==> src/rtl/serial_add_pkg.sv <==
// rtl/serial_add_pkg.sv - shared types and constants for the bit-serial adder controller
`timescale 1ns/10ps
package serial_add_pkg;

  localparam int DEF_WIDTH = 8;

  typedef logic [1:0] state_t;
  localparam state_t ST_IDLE = 2'd0;
  localparam state_t ST_RUN  = 2'd1;
  localparam state_t ST_DONE = 2'd2;

endpackage

==> src/rtl/serial_add_ctrl_if.sv <==
// rtl/serial_add_ctrl_if.sv - requester-side command/result bundle of the serial adder
`timescale 1ns/10ps
interface serial_add_ctrl_if
  import serial_add_pkg::*;
#(
  parameter int WIDTH = DEF_WIDTH
);

  logic             start;
  logic             sub;
  logic [WIDTH-1:0] op_a;
  logic [WIDTH-1:0] op_b;
  logic             cin;
  logic             busy;
  logic             done;
  logic [WIDTH-1:0] result;
  logic             cout;
  logic             ovf;

  modport master (
    output start, sub, op_a, op_b, cin,
    input  busy, done, result, cout, ovf
  );

  modport slave (
    input  start, sub, op_a, op_b, cin,
    output busy, done, result, cout, ovf
  );

endinterface

==> src/rtl/addbit.sv <==
// rtl/addbit.sv - gate-level 1-bit full adder cell
`timescale 1ns/10ps
module addbit (
  input  logic a,
  input  logic b,
  input  logic ci,
  output logic sum,
  output logic co
);

  logic t_ab;
  logic g_ab;
  logic p_c;

  xor x_ab  (t_ab, a, b);
  xor x_sum (sum, t_ab, ci);
  and a_g   (g_ab, a, b);
  and a_p   (p_c, t_ab, ci);
  or  o_co  (co, g_ab, p_c);

endmodule

==> src/rtl/serial_add_ctrl.sv <==
// rtl/serial_add_ctrl.sv - sequences one addbit cell over WIDTH cycles, LSB first
`timescale 1ns/10ps
module serial_add_ctrl
  import serial_add_pkg::*;
#(
  parameter int WIDTH = DEF_WIDTH
) (
  input  logic            clk,
  input  logic            rst_n,
  serial_add_ctrl_if.slave bus
);

  localparam int CW = $clog2(WIDTH);
  localparam logic [CW-1:0] LAST_BIT = CW'(WIDTH - 1);

  state_t           state_q, state_d;
  logic [WIDTH-1:0] a_q, a_d;
  logic [WIDTH-1:0] b_q, b_d;
  logic [WIDTH-2:0] sh_q, sh_d;
  logic [WIDTH-1:0] result_q, result_d;
  logic [CW-1:0]    cnt_q, cnt_d;
  logic             carry_q, carry_d;
  logic             cout_q, cout_d;
  logic             ovf_q, ovf_d;

  logic             sum;
  logic             co;
  logic [WIDTH-1:0] sh_next;

  addbit u_add (
    .a   (a_q[0]),
    .b   (b_q[0]),
    .ci  (carry_q),
    .sum (sum),
    .co  (co)
  );

  // Partial result shifts right; the freshly computed bit enters at the MSB.
  assign sh_next = {sum, sh_q};

  always_comb begin
    state_d  = state_q;
    a_d      = a_q;
    b_d      = b_q;
    sh_d     = sh_q;
    result_d = result_q;
    cnt_d    = cnt_q;
    carry_d  = carry_q;
    cout_d   = cout_q;
    ovf_d    = ovf_q;
    case (state_q)
      ST_RUN: begin
        a_d     = a_q >> 1;
        b_d     = b_q >> 1;
        sh_d    = sh_next[WIDTH-1:1];
        carry_d = co;
        cnt_d   = cnt_q + CW'(1);
        if (cnt_q == LAST_BIT) begin
          result_d = sh_next;
          cout_d   = co;
          ovf_d    = carry_q ^ co;
          state_d  = ST_DONE;
        end
      end
      default: begin
        // Subtraction is A + ~B + 1, so the inverted B and forced carry do the work.
        if (bus.start) begin
          a_d     = bus.op_a;
          b_d     = bus.sub ? ~bus.op_b : bus.op_b;
          carry_d = bus.sub ? 1'b1 : bus.cin;
          cnt_d   = '0;
          state_d = ST_RUN;
        end else begin
          state_d = ST_IDLE;
        end
      end
    endcase
  end

  always_ff @(posedge clk or negedge rst_n) begin
    if (!rst_n) begin
      state_q  <= ST_IDLE;
      a_q      <= '0;
      b_q      <= '0;
      sh_q     <= '0;
      result_q <= '0;
      cnt_q    <= '0;
      carry_q  <= 1'b0;
      cout_q   <= 1'b0;
      ovf_q    <= 1'b0;
    end else begin
      state_q  <= state_d;
      a_q      <= a_d;
      b_q      <= b_d;
      sh_q     <= sh_d;
      result_q <= result_d;
      cnt_q    <= cnt_d;
      carry_q  <= carry_d;
      cout_q   <= cout_d;
      ovf_q    <= ovf_d;
    end
  end

  assign bus.busy   = (state_q == ST_RUN);
  assign bus.done   = (state_q == ST_DONE);
  assign bus.result = result_q;
  assign bus.cout   = cout_q;
  assign bus.ovf    = ovf_q;

endmodule

==> src/flat_wrapper.sv <==
// flat-port wrapper written by rule: the top's interface ports become plain ports
module serial_add_ctrl_flat import serial_add_pkg::*;
#(
  parameter int WIDTH = DEF_WIDTH
)
  (clk, rst_n, bus_start, bus_sub, bus_op_a, bus_op_b, bus_cin, bus_busy, bus_done, bus_result, bus_cout, bus_ovf);
  serial_add_ctrl_if #(.WIDTH(WIDTH)) bus_i ();
  input  logic clk;
  input  logic rst_n;
  input wire logic [$bits(bus_i.start)-1:0] bus_start;
  input wire logic [$bits(bus_i.sub)-1:0] bus_sub;
  input wire logic [$bits(bus_i.op_a)-1:0] bus_op_a;
  input wire logic [$bits(bus_i.op_b)-1:0] bus_op_b;
  input wire logic [$bits(bus_i.cin)-1:0] bus_cin;
  output wire logic [$bits(bus_i.busy)-1:0] bus_busy;
  output wire logic [$bits(bus_i.done)-1:0] bus_done;
  output wire logic [$bits(bus_i.result)-1:0] bus_result;
  output wire logic [$bits(bus_i.cout)-1:0] bus_cout;
  output wire logic [$bits(bus_i.ovf)-1:0] bus_ovf;
  assign bus_i.start = bus_start;
  assign bus_i.sub = bus_sub;
  assign bus_i.op_a = bus_op_a;
  assign bus_i.op_b = bus_op_b;
  assign bus_i.cin = bus_cin;
  assign bus_busy = bus_i.busy;
  assign bus_done = bus_i.done;
  assign bus_result = bus_i.result;
  assign bus_cout = bus_i.cout;
  assign bus_ovf = bus_i.ovf;
  serial_add_ctrl #(.WIDTH(WIDTH)) u_core (.clk(clk), .rst_n(rst_n), .bus(bus_i));
endmodule
==> config.mk <==
export PLATFORM = sky130hd
export DESIGN_NAME = serial_add_ctrl_flat
export DESIGN_NICKNAME = d
export VERILOG_FILES = /design/src/rtl/serial_add_pkg.sv /design/src/rtl/serial_add_ctrl_if.sv /design/src/rtl/addbit.sv /design/src/rtl/serial_add_ctrl.sv /design/src/flat_wrapper.sv
export SDC_FILE = /design/constraint.sdc
export NUM_CORES = 1
export LEC_CHECK = 0
export CAP_MARGIN = 30
export CORE_AREA = 2 2 66 68
export DETAILED_ROUTE_END_ITERATION = 8
export DIE_AREA = 0 0 68 70
export GPL_TIMING_DRIVEN = 0
export PLACE_DENSITY = 0.73
export REMOVE_ABC_BUFFERS = 1
export SYNTH_ARGS = -nofsm -noshare
export SYNTH_HDL_FRONTEND = slang
export SYNTH_SLANG_ARGS = --single-unit
==> constraint.sdc <==
create_clock -name clk -period 1.5 [get_ports clk]
set_input_delay 0.225 -clock clk [delete_from_list [all_inputs] [get_ports clk]]
set_output_delay 0.225 -clock clk [all_outputs]
set_load 0.01 [all_outputs]
# --- Word-level counts from Yosys, hierarchy flattened ---
# Index checks and enable logic that the tools add are counted.
word_totals:
  elab_cells: 36
  regBits: 39
  output_inout_bits: 12
  in_bits: 21
classes:
  bitwise: 7
  addsub: 1
  n_eq_ne: 4
  n_mux: 13
  n_reduce_logical: 2
op_table:
  columns: ["op", "count"]
  rows:
  - ["two-way mux 8 bit", 5]
  - ["NOT 8 bit", 1]
  - ["two-way mux 3 bit", 2]
  - ["two-way mux 1 bit", 4]
  - ["two-way mux 2 bit", 2]
  - ["adder 3 x 1 -> 3 bit (second input constant)", 1]
  - ["== test 3 bit (second input constant)", 1]
  - ["XOR 1 bit", 3]
  - ["AND 1 bit", 2]
  - ["== test 2 x 1 -> 1 bit (second input constant)", 1]
  - ["== test 2 bit (second input constant)", 1]
  - ["inequality test 2 x 1 -> 1 bit (second input constant)", 1]
  - ["AND reduction 2 bit", 1]
  - ["nonzero test 2 bit", 1]
  - ["bitwise OR 1 bit", 1]

# --- Logic depth before layout (Yosys ltp) ---
depth:
  word_depth: 4
  ltp_mapped: 6
  ltp_nobuf: 5

# --- Modules after synthesis ---
# From an unflattened synthesis, not the netlist that was laid out.
hier_totals:
  hier_cells: 141
  hier_area_um2: 1774.2
modules_own_cells:
  columns: ["module", "cells_per_inst", "seq_area_each_um2", "instances", "area_each_um2"]
  rows:
  - ["serial_add_ctrl", 140, 975.9, 1, 1754.2]
  - ["addbit", 1, 0.0, 1, 20.0]

# --- Worst setup path after synthesis ---
# No wires, ideal clock.
synth_path:
  path_type: "reg-to-reg"
  from: "reg u_core.cnt_q[0]"
  to: "reg u_core.cout_q, in the netlist u_core.bus.cout"
  setup_slack_ns: 0.080
  arrival_time_ns: 1.296
  period_less_slack_ns: 1.420
  path_stages_with_launch: 6
  path_buffers: 1
  setup_time_ns: 0.125
  required_time_ns: 1.375
  path_cell_list: "dfrtp_1 > ha_1 > ha_1 > nand3b_4 > buf_6 > mux2_2"
synth_between:
  elab_chain_cells: 2
synth_lines:
  columns: ["element", "line", "rtl"]
  rows:
  - ["from (decl)", "serial_add_ctrl.sv:21", "logic [CW-1:0] cnt_q, cnt_d;"]
  - ["from (signal assigned)", "serial_add_ctrl.sv:97", "cnt_q <= cnt_d;"]
  - ["== test 3 bit", "serial_add_ctrl.sv:58", "if (cnt_q == LAST_BIT) begin"]
  - ["AND reduction 2 bit (no source line)", null, null]
  - ["to (signal assigned)", "serial_add_ctrl.sv:99", "cout_q <= cout_d;"]
  - ["to (decl)", "serial_add_ctrl.sv:23", "logic cout_q, cout_d;"]
# Every way passes these cells.
# A chain may end at the register's enable or synchronous reset.

# --- Worst setup path in the final report ---
layout_path:
  from: "reg u_core.cnt_q[0]"
  to: "reg u_core.result_q[5], in the netlist u_core.bus.result[5]"
layout_between:
  elab_chain_cells: 2
layout_lines:
  columns: ["element", "line", "rtl"]
  rows:
  - ["== test 3 bit", "serial_add_ctrl.sv:58", null]
  - ["AND reduction 2 bit (no source line)", null, null]
  - ["to (signal assigned)", "serial_add_ctrl.sv:96", "result_q <= result_d;"]
  - ["to (decl)", "serial_add_ctrl.sv:20", "logic [WIDTH-1:0] result_q, result_d;"]
# Every way passes these cells.

==> load_flow_metrics.sql <==
INSERT INTO impl_metrics (metric_group, metric, value, unit) VALUES
('timing', 'final_hold_violating_endpoints', '0', ''),
('power_and_ir_drop', 'powerDensity', '1880', 'nW/um^2'),
('power_and_ir_drop', 'total_power', '4220', 'uW'),
('clock_network', 'cts_tree', 'done', ''),
('setup_path', 'worst_setup_path_start_kind', 'register', ''),
('logic_synthesis', 'synth-seq-cells', '39', ''),
('logic_synthesis', 'synth_cells', '141', ''),
('min_path', 'hold_path_class', 'input pin to asynchronous set/reset pin', ''),
('drt', 'initial_detailed_routing_violation_count', '61', ''),
('run_status', 'result_of_the_run', 'finished, final reports clean', ''),
('logic_synthesis', 'main_area_contributors_after_synthesis', 'sky130_fd_sc_hd__dfrtp_1, sky130_fd_sc_hd__mux2_2, sky130_fd_sc_hd__mux2i_1, sky130_fd_sc_hd__o21ai_0, sky130_fd_sc_hd__nand2_1', ''),
('placed_design', 'gpl.final_weighted_congestion', '0.655', ''),
('cells_and_area', 'n_fill_cell', '352', ''),
('grt', 'maximum_number_of_pins_on_one_net_before_global_route_repair', '40', ''),
('timing', 'min_period_over_period', '95.8', '%'),
('setup_path', 'r2r-start', 'u_core.cnt_q[0]', ''),
('grt', 'grt.overflow.total', '0', ''),
('setup_path', 'timing.setup.critical_path_class', 'register to register', ''),
('timing', 'timing_max_transition_violations_final', '0', ''),
('setup_path', 'reg2reg_depth', '4', ''),
('grt', 'via_count_of_the_first_global_routing_pass', '1270', ''),
('logic_synthesis', 'ys.flop_type', 'sky130_fd_sc_hd__dfrtp_1', ''),
('timing', 'max-slew-margin-rel', '42.0', '%'),
('logic_synthesis', 'synth_area', '1770', 'sq um'),
('timing', 'fin_hold_ws', '46.8', 'ps'),
('setup_path', 'ff2ff_setup_slack', '60', 'ps'),
('clock_network', 'cts-root-buf', 'sky130_fd_sc_hd__clkbuf_8', ''),
('floorplan', 'initial_utilization', '42.8', '%'),
('grt', 'grt.total_usage', '16.8', '%'),
('setup_path', 'reg2reg_to', 'u_core.bus.result[5]', ''),
('cells_and_area', 'area_growth_syn_to_layout', '26.7', '%'),
('drt', 'mean_routed_wirelength_per_cell', '14.3', 'um'),
('grt', 'number_of_antenna_violations_at_the_first_check_in_global_routing', '0', ''),
('logic_synthesis', 'synth_most_common_cell', 'sky130_fd_sc_hd__dfrtp_1', ''),
('setup_path', 'worst-path-max-fanout', '12', ''),
('clock_network', 'clk_latency', '290', 'ps'),
('drt', 'first_pass_iters', '4', ''),
('timing', 'timing_worst_slew_pin_value', '870', 'ps'),
('timing', 'period_needed', '1440', 'ps'),
('floorplan', 'io_pins', '33', ''),
('clock_network', 'ctsLongestPathBuffers', '2', ''),
('drt', 'drt-vias-per-instance', '4.94', ''),
('clock_network', 'total_of_hold_buffers_inserted_after_clock_tree_synthesis', '0', ''),
('placed_design', 'post-dp-hpwl', '2.15', 'mm'),
('timing', 'grt_setup_unrepaired', 'false', ''),
('setup_path', 'timing.critical_path.slowest_stage_cell', 'sky130_fd_sc_hd__dfrtp_1', ''),
('floorplan', 'coreArea', '4140', 'sq um'),
('cells_and_area', 'drive_above_1_share', '21.2', '%'),
('drt', 'remaining_drc_errors', '0', ''),
('cells_and_area', 'nets', '202', ''),
('logic_synthesis', 'total_number_of_yosys_warnings', '0', ''),
('timing', 'final.setup.tns', '0', 'ps'),
('setup_path', 'cp_common_cell', 'sky130_fd_sc_hd__ha_1', ''),
('timing', 'timing.final.setup_violations', '0', ''),
('setup_path', 'worst-endpoint-required', '1670', 'ps'),
('cells_and_area', 'multi_input_comb_area', '748', 'sq um'),
('placed_design', 'pre_cts_ws', '-619', 'ps'),
('power_and_ir_drop', 'max-vdd-ir-drop', '563', 'uV'),
('placed_design', 'port_buffers', '32', ''),
('clock_network', 'cts-htree-levels', '2', ''),
('setup_path', 'path_cells', 'ha_1 > ha_1 > nand3b_4 > mux2_2', ''),
('setup_path', 'timing.critical_path.slowest_cell_delay', '400', 'ps'),
('drt', 'ant_nets', '0', ''),
('grt', 'global_route_wire_length_before_repair', '6.04', 'mm'),
('logic_synthesis', 'yosysTopAreaCellShare', '55.0', '%'),
('setup_path', 'worstPathBufferInverterCount', '0', ''),
('power_and_ir_drop', 'cell_leakage_power', '0.00106', 'uW'),
('floorplan', 'fp-row-count', '24', ''),
('timing', 'max_freq', '696', 'MHz'),
('cells_and_area', 'final-seq-area', '978', 'sq um'),
('setup_path', 'arrival', '1610', 'ps');
==> final cells by class <==
cell class	instances	area share, %
sequential	39	43.5
multi-input combinational	94	33.3
timing repair buffer	37	16.4
clock buffer	5	3.06
tap	52	2.89
clock inverter	3	0.668
inverter	1	0.167
==> per-stage QoR <==
step	cell area, sq um	instances
after floorplan	1710	132
after global placement	2090	216
after detailed placement	2100	217
after CTS	2250	231
after global routing	2250	231
final	2250	231
==> how the worst max path moves through the flow <==
stage,start,slack (ps),end,depth (start not counted)
floorplan,u_core.state_q[0],-40,u_core.sh_q[0],2
global placement,rst_n,-640,u_core.b_q[5],1
detailed placement,u_core.state_q[0],-620,bus_busy,2
CTS,u_core.cnt_q[0],50,u_core.bus.result[5],4
global route,u_core.cnt_q[0],3,u_core.bus.result[0],4
finish,u_core.cnt_q[0],60,u_core.bus.result[5],4
==> placed cells by master (no fill, tap or decap), drive strengths merged, types with 5 or more instances in the layout <==
cell and instances:
xor2 7, mux2 17, mux2i 15, buf 6, clkdlybuf4s50 28, dfrtp 39, clkbuf 5, nand2 17
nor2 6, o21ai 17
==> cells by family (layout without fill, tap and decap cells) <==
kind of cell	after synthesis	in the layout	share of synthesized area [%]
XOR/XNOR	9	9	4.44
flip-flops	39	39	55.0
buffers and inverters	10	46	4.09
adder cells (fa/ha/maj)	3	3	2.54
AND/OR/NAND/NOR	28	30	7.90
AO/OA/AOI/OAI	20	20	6.35
multiplexers	32	32	19.7
==> timing repair <==
item | CTS | global route
buffers inserted | 4 | 0
resized for setup | 6 | 0
setup endpoints to repair | 28 | 0
==> flip-flops by register name (all words and copies together) (netlist names) <==
| register | flops |
|---|---|
| u_core.bus.cout | 1 |
| u_core.carry_q | 1 |
| u_core.a_q | 8 |
| u_core.bus.result | 8 |
| u_core.b_q | 8 |
| u_core.state_q | 2 |
| u_core.cnt_q | 3 |
| u_core.bus.ovf | 1 |
| u_core.sh_q | 7 |
==> report_power, final <==
group	internal, uW	total (uW)	leakage (uW)	switching [uW]
sequential	1540	1820	0.000491	284
clock	318	667	0.0000477	349
combinational	972	1740	0.000521	765
total	2830	4220	0.00106	1400
==> worst register-to-register path, delay by kind of cell (launching register included) <==
| family | cells | cell delay, ps |
|---|---|---|
| adders and majority gates | 2 | 400 |
| DFF | 1 | 400 |
| muxes | 1 | 360 |
| and+or+nand+nor | 1 | 170 |
==> per-layer routing <==
layer / part of all wire [%] / global-route usage (%)
met4: 1.5 / 5.33
met5: 0 / 0
met1: 43 / 21.5
met3: 3.9 / 4.03
met2: 51 / 27.7
(Power assumes the default switching activity.)
